===== config.mk =====
export PLATFORM = sky130hd
export DESIGN_NAME = imm_gen_pipe
export DESIGN_NICKNAME = d
export VERILOG_FILES = /design/src/rtl/imm_gen_pipe.sv
export SDC_FILE = /design/constraint.sdc
export NUM_CORES = 1
export LEC_CHECK = 0
export CAP_MARGIN = 20
export CORE_ASPECT_RATIO = 0.75
export CORE_MARGIN = 2
export CORE_UTILIZATION = 50
export CTS_CLUSTER_DIAMETER = 60
export DETAILED_ROUTE_END_ITERATION = 8
export GPL_TIMING_DRIVEN = 0
export PLACE_DENSITY_LB_ADDON = 0.05
export SYNTH_ARGS = -nofsm -noshare
export SYNTH_HDL_FRONTEND = slang
export SYNTH_SLANG_ARGS = --single-unit
export TNS_END_PERCENT = 100

===== constraint.sdc =====
create_clock -name clk -period 4.81 [get_ports clk]
set_input_delay 0.962 -clock clk [delete_from_list [all_inputs] [get_ports clk]]
set_output_delay 0.962 -clock clk [all_outputs]
set_load 0.03 [all_outputs]

===== src/rtl/imm_gen_pipe.sv =====
// imm_gen_pipe: RISC-V immediate generator with a small output FIFO.
// Each accepted instruction is decoded in the same cycle: format,
// sign-extended immediate, branch/jump/AUIPC target and an illegal flag.
// The results are queued in a DEPTH-entry buffer. The head entry is
// presented with a valid/ready handshake. flush empties the buffer
// synchronously, and rst_n empties it asynchronously.
module imm_gen_pipe #(
    parameter int XLEN  = 32,
    parameter int DEPTH = 2
) (
    input  logic                     clk,
    input  logic                     rst_n,
    input  logic                     flush,
    input  logic                     in_valid,
    output logic                     in_ready,
    input  logic [31:0]              inst,
    input  logic [XLEN-1:0]          pc,
    output logic                     out_valid,
    input  logic                     out_ready,
    output logic [XLEN-1:0]          imm,
    output logic [2:0]               fmt,
    output logic [XLEN-1:0]          target,
    output logic                     illegal,
    output logic [$clog2(DEPTH):0]   count
);

    localparam int PTR_W = $clog2(DEPTH);
    localparam int CNT_W = PTR_W + 1;
    localparam logic [CNT_W-1:0] DEPTH_C = CNT_W'(DEPTH);
    localparam logic [CNT_W-1:0] CNT_ONE = CNT_W'(1);
    localparam logic [PTR_W-1:0] PTR_ONE = PTR_W'(1);

    localparam logic [2:0] FMT_I = 3'b000;
    localparam logic [2:0] FMT_S = 3'b001;
    localparam logic [2:0] FMT_U = 3'b010;
    localparam logic [2:0] FMT_J = 3'b011;
    localparam logic [2:0] FMT_B = 3'b100;
    localparam logic [2:0] FMT_R = 3'b101;
    localparam logic [2:0] FMT_X = 3'b111;

    // Every immediate fits in 32 bits after sign extension. Each one is built
    // at 32 bits here and then widened to XLEN in a single place.
    logic [31:0]      w_imm_i;
    logic [31:0]      w_imm_s;
    logic [31:0]      w_imm_b;
    logic [31:0]      w_imm_j;
    logic [31:0]      w_imm_u;
    logic [31:0]      w_imm32;
    logic [2:0]       w_fmt;
    logic             w_ill;
    logic             w_use_tgt;
    logic [XLEN-1:0]  w_imm;
    logic [XLEN-1:0]  w_target;

    assign w_imm_i = {{20{inst[31]}}, inst[31:20]};
    assign w_imm_s = {{20{inst[31]}}, inst[31:25], inst[11:7]};
    assign w_imm_b = {{19{inst[31]}}, inst[31], inst[7], inst[30:25], inst[11:8], 1'b0};
    assign w_imm_j = {{11{inst[31]}}, inst[31], inst[19:12], inst[20], inst[30:21], 1'b0};
    assign w_imm_u = {inst[31:12], 12'b0};

    // Opcode decode: select the format, the immediate and whether a target is formed.
    always_comb begin
        w_fmt     = FMT_X;
        w_ill     = 1'b1;
        w_imm32   = 32'd0;
        w_use_tgt = 1'b0;
        case (inst[6:0])
            7'b0000011, 7'b0010011, 7'b1100111, 7'b1110011: begin
                w_fmt   = FMT_I;
                w_ill   = 1'b0;
                w_imm32 = w_imm_i;
            end
            7'b0011011: begin
                if (XLEN == 64) begin
                    w_fmt   = FMT_I;
                    w_ill   = 1'b0;
                    w_imm32 = w_imm_i;
                end else begin
                    w_fmt   = FMT_X;
                    w_ill   = 1'b1;
                    w_imm32 = 32'd0;
                end
            end
            7'b0100011: begin
                w_fmt   = FMT_S;
                w_ill   = 1'b0;
                w_imm32 = w_imm_s;
            end
            7'b1100011: begin
                w_fmt     = FMT_B;
                w_ill     = 1'b0;
                w_imm32   = w_imm_b;
                w_use_tgt = 1'b1;
            end
            7'b0110111: begin
                w_fmt   = FMT_U;
                w_ill   = 1'b0;
                w_imm32 = w_imm_u;
            end
            7'b0010111: begin
                // AUIPC is the only U-type opcode that produces a pc-relative target.
                w_fmt     = FMT_U;
                w_ill     = 1'b0;
                w_imm32   = w_imm_u;
                w_use_tgt = 1'b1;
            end
            7'b1101111: begin
                w_fmt     = FMT_J;
                w_ill     = 1'b0;
                w_imm32   = w_imm_j;
                w_use_tgt = 1'b1;
            end
            7'b0110011: begin
                w_fmt   = FMT_R;
                w_ill   = 1'b0;
                w_imm32 = 32'd0;
            end
            7'b0111011: begin
                if (XLEN == 64) begin
                    w_fmt   = FMT_R;
                    w_ill   = 1'b0;
                    w_imm32 = 32'd0;
                end else begin
                    w_fmt   = FMT_X;
                    w_ill   = 1'b1;
                    w_imm32 = 32'd0;
                end
            end
            default: begin
                w_fmt     = FMT_X;
                w_ill     = 1'b1;
                w_imm32   = 32'd0;
                w_use_tgt = 1'b0;
            end
        endcase
    end

    // Sign-extend the 32-bit immediate to the datapath width.
    generate
        if (XLEN == 64) begin : g_ext64
            assign w_imm = {{32{w_imm32[31]}}, w_imm32};
        end else begin : g_ext32
            assign w_imm = w_imm32;
        end
    endgenerate

    // The add wraps modulo 2^XLEN. No carry is kept.
    assign w_target = w_use_tgt ? (pc + w_imm) : {XLEN{1'b0}};

    // Buffer storage and control state.
    logic [XLEN-1:0]   r_imm_mem [DEPTH];
    logic [2:0]        r_fmt_mem [DEPTH];
    logic [XLEN-1:0]   r_tgt_mem [DEPTH];
    logic              r_ill_mem [DEPTH];
    logic [PTR_W-1:0]  r_wr_ptr;
    logic [PTR_W-1:0]  r_rd_ptr;
    logic [CNT_W-1:0]  r_count;
    logic              w_push;
    logic              w_pop;

    // in_ready depends only on occupancy, flush and reset, never on out_ready.
    // A slot freed by a pop therefore becomes usable one cycle later.
    assign in_ready  = rst_n && !flush && (r_count < DEPTH_C);
    assign out_valid = (r_count != {CNT_W{1'b0}});
    assign count     = r_count;
    assign w_push    = in_valid && in_ready;
    assign w_pop     = out_valid && out_ready && !flush;

    // Write decoded fields into the tail slot. Slot contents do not need a
    // reset because they are masked while out_valid is low.
    always_ff @(posedge clk) begin
        if (w_push) begin
            r_imm_mem[r_wr_ptr] <= w_imm;
            r_fmt_mem[r_wr_ptr] <= w_fmt;
            r_tgt_mem[r_wr_ptr] <= w_target;
            r_ill_mem[r_wr_ptr] <= w_ill;
        end
    end

    // Pointer and occupancy update. Reset and flush both empty the buffer,
    // and flush takes priority over a push or pop in the same cycle.
    always_ff @(posedge clk or negedge rst_n) begin
        if (!rst_n) begin
            r_wr_ptr <= {PTR_W{1'b0}};
            r_rd_ptr <= {PTR_W{1'b0}};
            r_count  <= {CNT_W{1'b0}};
        end else if (flush) begin
            r_wr_ptr <= {PTR_W{1'b0}};
            r_rd_ptr <= {PTR_W{1'b0}};
            r_count  <= {CNT_W{1'b0}};
        end else begin
            if (w_push) begin
                r_wr_ptr <= r_wr_ptr + PTR_ONE;
            end
            if (w_pop) begin
                r_rd_ptr <= r_rd_ptr + PTR_ONE;
            end
            case ({w_push, w_pop})
                2'b10:   r_count <= r_count + CNT_ONE;
                2'b01:   r_count <= r_count - CNT_ONE;
                default: r_count <= r_count;
            endcase
        end
    end

    // Present the head entry. All fields are forced to zero while the buffer is empty.
    always_comb begin
        if (out_valid) begin
            imm     = r_imm_mem[r_rd_ptr];
            fmt     = r_fmt_mem[r_rd_ptr];
            target  = r_tgt_mem[r_rd_ptr];
            illegal = r_ill_mem[r_rd_ptr];
        end else begin
            imm     = {XLEN{1'b0}};
            fmt     = 3'b000;
            target  = {XLEN{1'b0}};
            illegal = 1'b0;
        end
    end

endmodule


=== Word level (Yosys, flattened, before mapping) ===
Memory sizes are Yosys's and may differ from the RTL's.
Cells that the tools add are included.
Widths: inputs -> output; s select.

* Memories: 4
* Input bits: 69
* Output and inout port bits: 72
* Flip-flop bits (word level): 4
* Logic and storage cells: 56
* Memory bits (read-only): 0
* Memory bits (writable): 136
* Bits in latches: 0

{| class="wikitable"
|+ Memories
! name !! depth !! width !! read ports !! clocked after Yosys merged registers in !! wr ports !! line !! source
|-
| r_imm_mem || 2 || 32 || 1 || 0 || 1 || 151 || <nowiki>logic [XLEN-1:0] r_imm_mem [DEPTH];</nowiki>
|-
| r_tgt_mem || 2 || 32 || 1 || 0 || 1 || 153 || <nowiki>logic [XLEN-1:0] r_tgt_mem [DEPTH];</nowiki>
|-
| r_fmt_mem || 2 || 3 || 1 || 0 || 1 || 152 || <nowiki>logic [2:0] r_fmt_mem [DEPTH];</nowiki>
|-
| r_ill_mem || 2 || 1 || 1 || 0 || 1 || 154 || <nowiki>logic r_ill_mem [DEPTH];</nowiki>
|}

* Magnitude comparators: 1
* Multiplexer cells: 17
* Shift-type cells: 0
* Divide/modulo/power cells: 0
* Reductions and logical operators: 14
* Bitwise logic cells: 0
* $mul: 0
* $add $sub $neg: 5
* Eq/ne operators: 12

{| class="wikitable"
|+ Operators by type and width
! kind !! count
|-
| $pmux 32 s5 || 1
|-
| $mux 32 || 3
|-
| $add 32x32->32 || 1
|-
| $eq 7x7->1 const B || 4
|-
| $eq 7x6->1 const B || 3
|-
| $pmux 3 s6 || 1
|-
| $eq 7x5->1 const B || 2
|-
| $reduce_or 10->1 || 1
|-
| $mux 1 || 9
|-
| $eq 7x2->1 const B || 1
|-
| $reduce_bool 2->1 || 3
|-
| $logic_and 1x1->1 || 5
|-
| $pmux 2 s2 || 1
|-
| $reduce_or 4->1 || 1
|-
| $mux 3 || 1
|-
| $reduce_bool 3->1 || 1
|-
| $reduce_or 3->1 || 1
|-
| $add 1x1->1 const B || 2
|-
| $add 2x1->2 const B || 1
|-
| $eq 2x1->1 const B || 1
|-
| $eq 2x2->1 const B || 1
|-
| $lt 2x2->1 const B || 1
|-
| $mux 2 || 1
|-
| $reduce_or 2->1 || 1
|-
| 2 further kinds || 2
|}

=== Logic depth before layout (Yosys ltp) ===
* Depth after elaboration: 7
* Gate-level depth with buffers: 18
* Gate-level depth less buffers: 14

=== Worst setup path after synthesis ===
No wires, ideal clock.

* Path kind: input -> register
* Start: input flush
* End: memory r_fmt_mem[0][0], enable pin
* Data required time: 4.315 ns
* Slack: -0.463 ns
* Setup time: 0.495 ns
* Buffers on the path: 0
* Cell stages on the path: 3
* Data arrival time: 4.779 ns
* Cell sequence: nor3b_1 nand2_1 nor2_1

* Longest elaborated chain between the ends: 6

{| class="wikitable"
|+ Ends and longest elaborated chain
! item !! line !! source
|-
| start, declared || 13 || <nowiki>input logic flush,</nowiki>
|-
| $logic_not 1->1 || 163 || <nowiki>assign in_ready = rst_n && !flush && (r_count < DEPTH_C);</nowiki>
|-
| $logic_and 1x1->1 (2 in a row) || 163 ||
|-
| $logic_and 1x1->1 || 166 || <nowiki>assign w_push = in_valid && in_ready;</nowiki>
|-
| $mux 1 || 172 || <nowiki>if (w_push) begin</nowiki>
|-
| $mux 1 (implied by the code) || 174 || <nowiki>r_fmt_mem[r_wr_ptr] <= w_fmt;</nowiki>
|-
| end, declared || 152 ||
|}

Every way passes these cells.

=== Worst setup path in the final report ===
* Start: input inst[2]
* End: memory r_tgt_mem[0][30] (data pin)

* Longest elaborated chain between the ends: 5
* Elaborated cells between the ends (all ways): 16
* Classes of those cells: add/sub: 1; eq/ne: 9; mux: 3; reduce/logical: 3

{| class="wikitable"
|+ Ends and longest elaborated chain
! item !! line !! source
|-
| start, declared || 16 || <nowiki>input logic [31:0] inst,</nowiki>
|-
| $eq 7x2->1 (tied with other cells) || 67 || <nowiki>case (inst[6:0])</nowiki>
|-
| $reduce_or 4->1 / $reduce_or 2->1 (equally long branches) || n/a ||
|-
| $pmux 32 s5 * || 67 ||
|-
| net w_imm[0] || 52 || <nowiki>logic [XLEN-1:0] w_imm;</nowiki>
|-
| $add 32x32->32 * || 148 || <nowiki>assign w_target = w_use_tgt ? (pc + w_imm) : {XLEN{1'b0}};</nowiki>
|-
| $mux 32 * || 148 ||
|-
| net w_target[30] || 53 || <nowiki>logic [XLEN-1:0] w_target;</nowiki>
|-
| end, declared || 153 ||
|}

Mark *: on every way through the listed nets, which the timed path passes. The rest lies on a longest branch.

==> metrics.txt <==
Die X=between 100 and 150 um; initial drt markers=just over 400; average size of a mapped cell=approximately 11 um^2; Post-synth EDFFs=about 140; most used cells in the layout excluding fill and tap cells=139 x clkdlybuf4s50_1, 136 x edfxtp_1, 122 x nor2_1; Core Rows=39; initial antenna violation count=0; FF+latch count, synth=140; Seq/Total Area, Yosys=54.57%; Initial Util=50.69%; setup TNS=0 ns; YS warnings=0; post-synthesis cell type count=59; commonest non-fill, non-tap cell in the layout=clkdlybuf4s50_1; max-slew violations=0; Final nets=940; Mapped Area=between 7000 and 8000 um^2; top_reg_cell synth=edfxtp_1; Max Cap Violations=0; DIE HEIGHT=111.2 um; first-pass GRT wire length=approximately 31000 um; largest net degree at the start of global routing=39; fin crit share=a little over nine tenths; global router's overall resource usage=between 20% and 30%; CTS max path bufs=2; die footprint=16350 um^2; RePlAce Congestion=~0.9; DR vias=about 5900; clock skew=0.008654 ns; Cells after Synth=about 680; Vias/cell=~5.6; hold violation total from the final report=0; CP endpoint kind=register; Crit Path Category=in2reg; CORE AREA=between 15000 and 20000 um^2; worst skew pair latency=~0.42 ns; clk sinks=140; clk slew on worst S/H paths=approximately 0.07 ns; WL/cell=roughly 19 um; CP startpoint kind=input pin; setup violators final=0; Period minus WS final=4.658 ns; Critical Path RT=just under 5 ns; Async SR Flop Fraction=under 10%; maximum VDD drop=0.2927 mV; layout cells sized above 1=slightly below 9%; area delta synth->final=30.84%; Antenna Cells=0; vias in the first global route=~5800; WP data arrival=between 4 and 5 ns; max_slew headroom=44.48%; CTS tree=yes; Power Dens Cells=around 300 nW/um^2; clock root cell=clkbuf_16; total gr overflow=0; status=completed; Pleak=about 3.6 nW; DP Worst Slack=-0.6194 ns; Routed Antenna Nets=0; Inserted Clock Buffers=17; Final WS setup=between 0.15 and 0.2 ns; worst slew pin tran=0.8297 ns; detailed placer's ending HPWL=~15000 um; Filler cells=1132; CTS HTree Levels=4; DRC viols=0; total wire length=20410 um; IO buf count=roughly 140; total nets after synthesis=slightly below 800; f_max=between 0.2 and 0.25 GHz; crit-path max FO=10; IO Count=141; worst hold path type=reg2reg; DR pass1 iterations=5
==> worst max-delay path: stages <==
cell,delay [ns]
clkdlybuf4s50_1,0.51
clkbuf_4,0.22
nor2_2,0.09
and4b_2,0.29
and2_1,0.18
a22o_1,0.28
ha_1,0.26
fa_1,0.44
a21oi_2,0.19
o221ai_2,0.19
a41oi_4,0.32
a211oi_2,0.15
o41ai_2,0.37
xor2_1,0.23
nor2_1,0.11
==> layout make-up <==
class | count | area (um^2) | area share (%)
inverters | 9 | 33.78 | 0.3367
clock inverters | 14 | 125.1 | 1.247
well taps | 205 | 256.5 | 2.557
clock buffers | 18 | 429.2 | 4.278
repair buffers | 143 | 1459 | 14.54
plain buffers | 32 | 150.1 | 1.497
flip-flops and latches | 140 | 4184 | 41.71
multi-input cells | 496 | 3395 | 33.84
==> sequential cells by signal, indices dropped and copies added (netlist names) <==
register   count
r_tgt_mem     64
count          2
r_fmt_mem      6
r_wr_ptr       1
r_imm_mem     64
r_ill_mem      2
r_rd_ptr       1
==> timing repair <==
action,in CTS,in global routing
endpoints found under the setup margin,8,20
hold buffers,0,0
resized for setup,5,14
buffers inserted,0,1
pin swaps,1,2
==> power by group <==
part | internal [mW] | leakage, nW | switching (mW)
combinational | 0.185 | 2.08 | 0.251
clock | 0.680 | 0.266 | 0.556
sequential | 1.35 | 1.27 | 0.00713
==> layer usage <==
layer | GRT usage (%) | vias up | routed length (um)
li1 | - | 2828 | -
met1 | 36.80 | 2828 | 9583
met2 | 39.09 | 227 | 9250
met3 | 5.267 | 23 | 1323
met4 | 6.795 | 0 | 254
met5 | 0 | - | 0
==> logic make-up (layout without fill, tap and decap cells) <==
| logic type | Yosys count | count (layout) | share of synthesized area (%) |
|---|---|---|---|
| adders and majority gates | 32 | 32 | 5.320 |
| DFF | 140 | 140 | 54.57 |
| buffers and inverters | 42 | 216 | 2.399 |
| muxes | 70 | 70 | 9.155 |
| and+or+nand+nor | 217 | 217 | 12.32 |
| AOI/OAI and AO/OA | 149 | 149 | 13.04 |
| xor gates and xnor gates | 28 | 28 | 3.198 |
==> path summary, 6_finish.rpt <==
kind                                           start                    endpoint  slack (ns)  cells after the start
worst min register to register  count[1]$_DFFE_PN0P_        count[1]$_DFFE_PN0P_        0.63                      2
worst max register to register  count[1]$_DFFE_PN0P_  r_imm_mem[1][18]$_DFFE_PP_        2.79                      3
max in group asynchronous                      rst_n        r_rd_ptr$_DFFE_PN0P_        3.84                      1
worst max-delay path                         inst[2]  r_tgt_mem[0][30]$_DFFE_PP_        0.15                     15
min in group asynchronous                      rst_n        count[0]$_DFFE_PN0P_        0.77                      1
worst min-delay path            count[1]$_DFFE_PN0P_        count[1]$_DFFE_PN0P_        0.63                      2
==> synth_stat cells (5+ instances only) <==
| cell type | n | area (um^2) |
|---|---|---|
| edfxtp_1 | 136 | 4084 |
| nor2_1 | 124 | 465.5 |
| mux2i_1 | 69 | 690.7 |
| a21oi_1 | 45 | 225.2 |
| nand2_1 | 40 | 150.1 |
| ha_1 | 31 | 387.9 |
| o21ai_0 | 28 | 140.1 |
| a21o_1 | 24 | 180.2 |
| clkbuf_1 | 16 | 60.06 |
| xor2_1 | 15 | 131.4 |
| xnor2_1 | 13 | 113.9 |
| and2_1 | 10 | 62.56 |
| buf_2 | 9 | 45.04 |
| inv_1 | 9 | 33.78 |
| nor3_1 | 8 | 40.04 |
| and3_1 | 7 | 43.79 |
| nand3_1 | 7 | 35.03 |
| a22o_1 | 6 | 52.55 |
| a31oi_1 | 5 | 31.28 |
| buf_1 | 5 | 18.77 |
| nor2b_1 | 5 | 31.28 |
| o211ai_1 | 5 | 37.54 |
==> per-stage QoR <==
step / hold WS (ns) / std cells / util (%) / instance area, um^2 / total power [mW]
floorplan: 0.5373 / 678 / - / 7670 / 1.632
global placement: 0.5612 / 1022 / 61.60 / 9318 / 1.805
detailed placement: 0.6079 / 1025 / 62.06 / 9388 / 1.811
CTS: 0.6258 / 1057 / 65.86 / 9962 / 3.042
global route: 0.6717 / 1057 / 66.32 / 10030 / 3.128
finish: 0.6304 / 1057 / 66.32 / 10030 / 3.029
No activity file was read; power rests on OpenSTA's default activity.
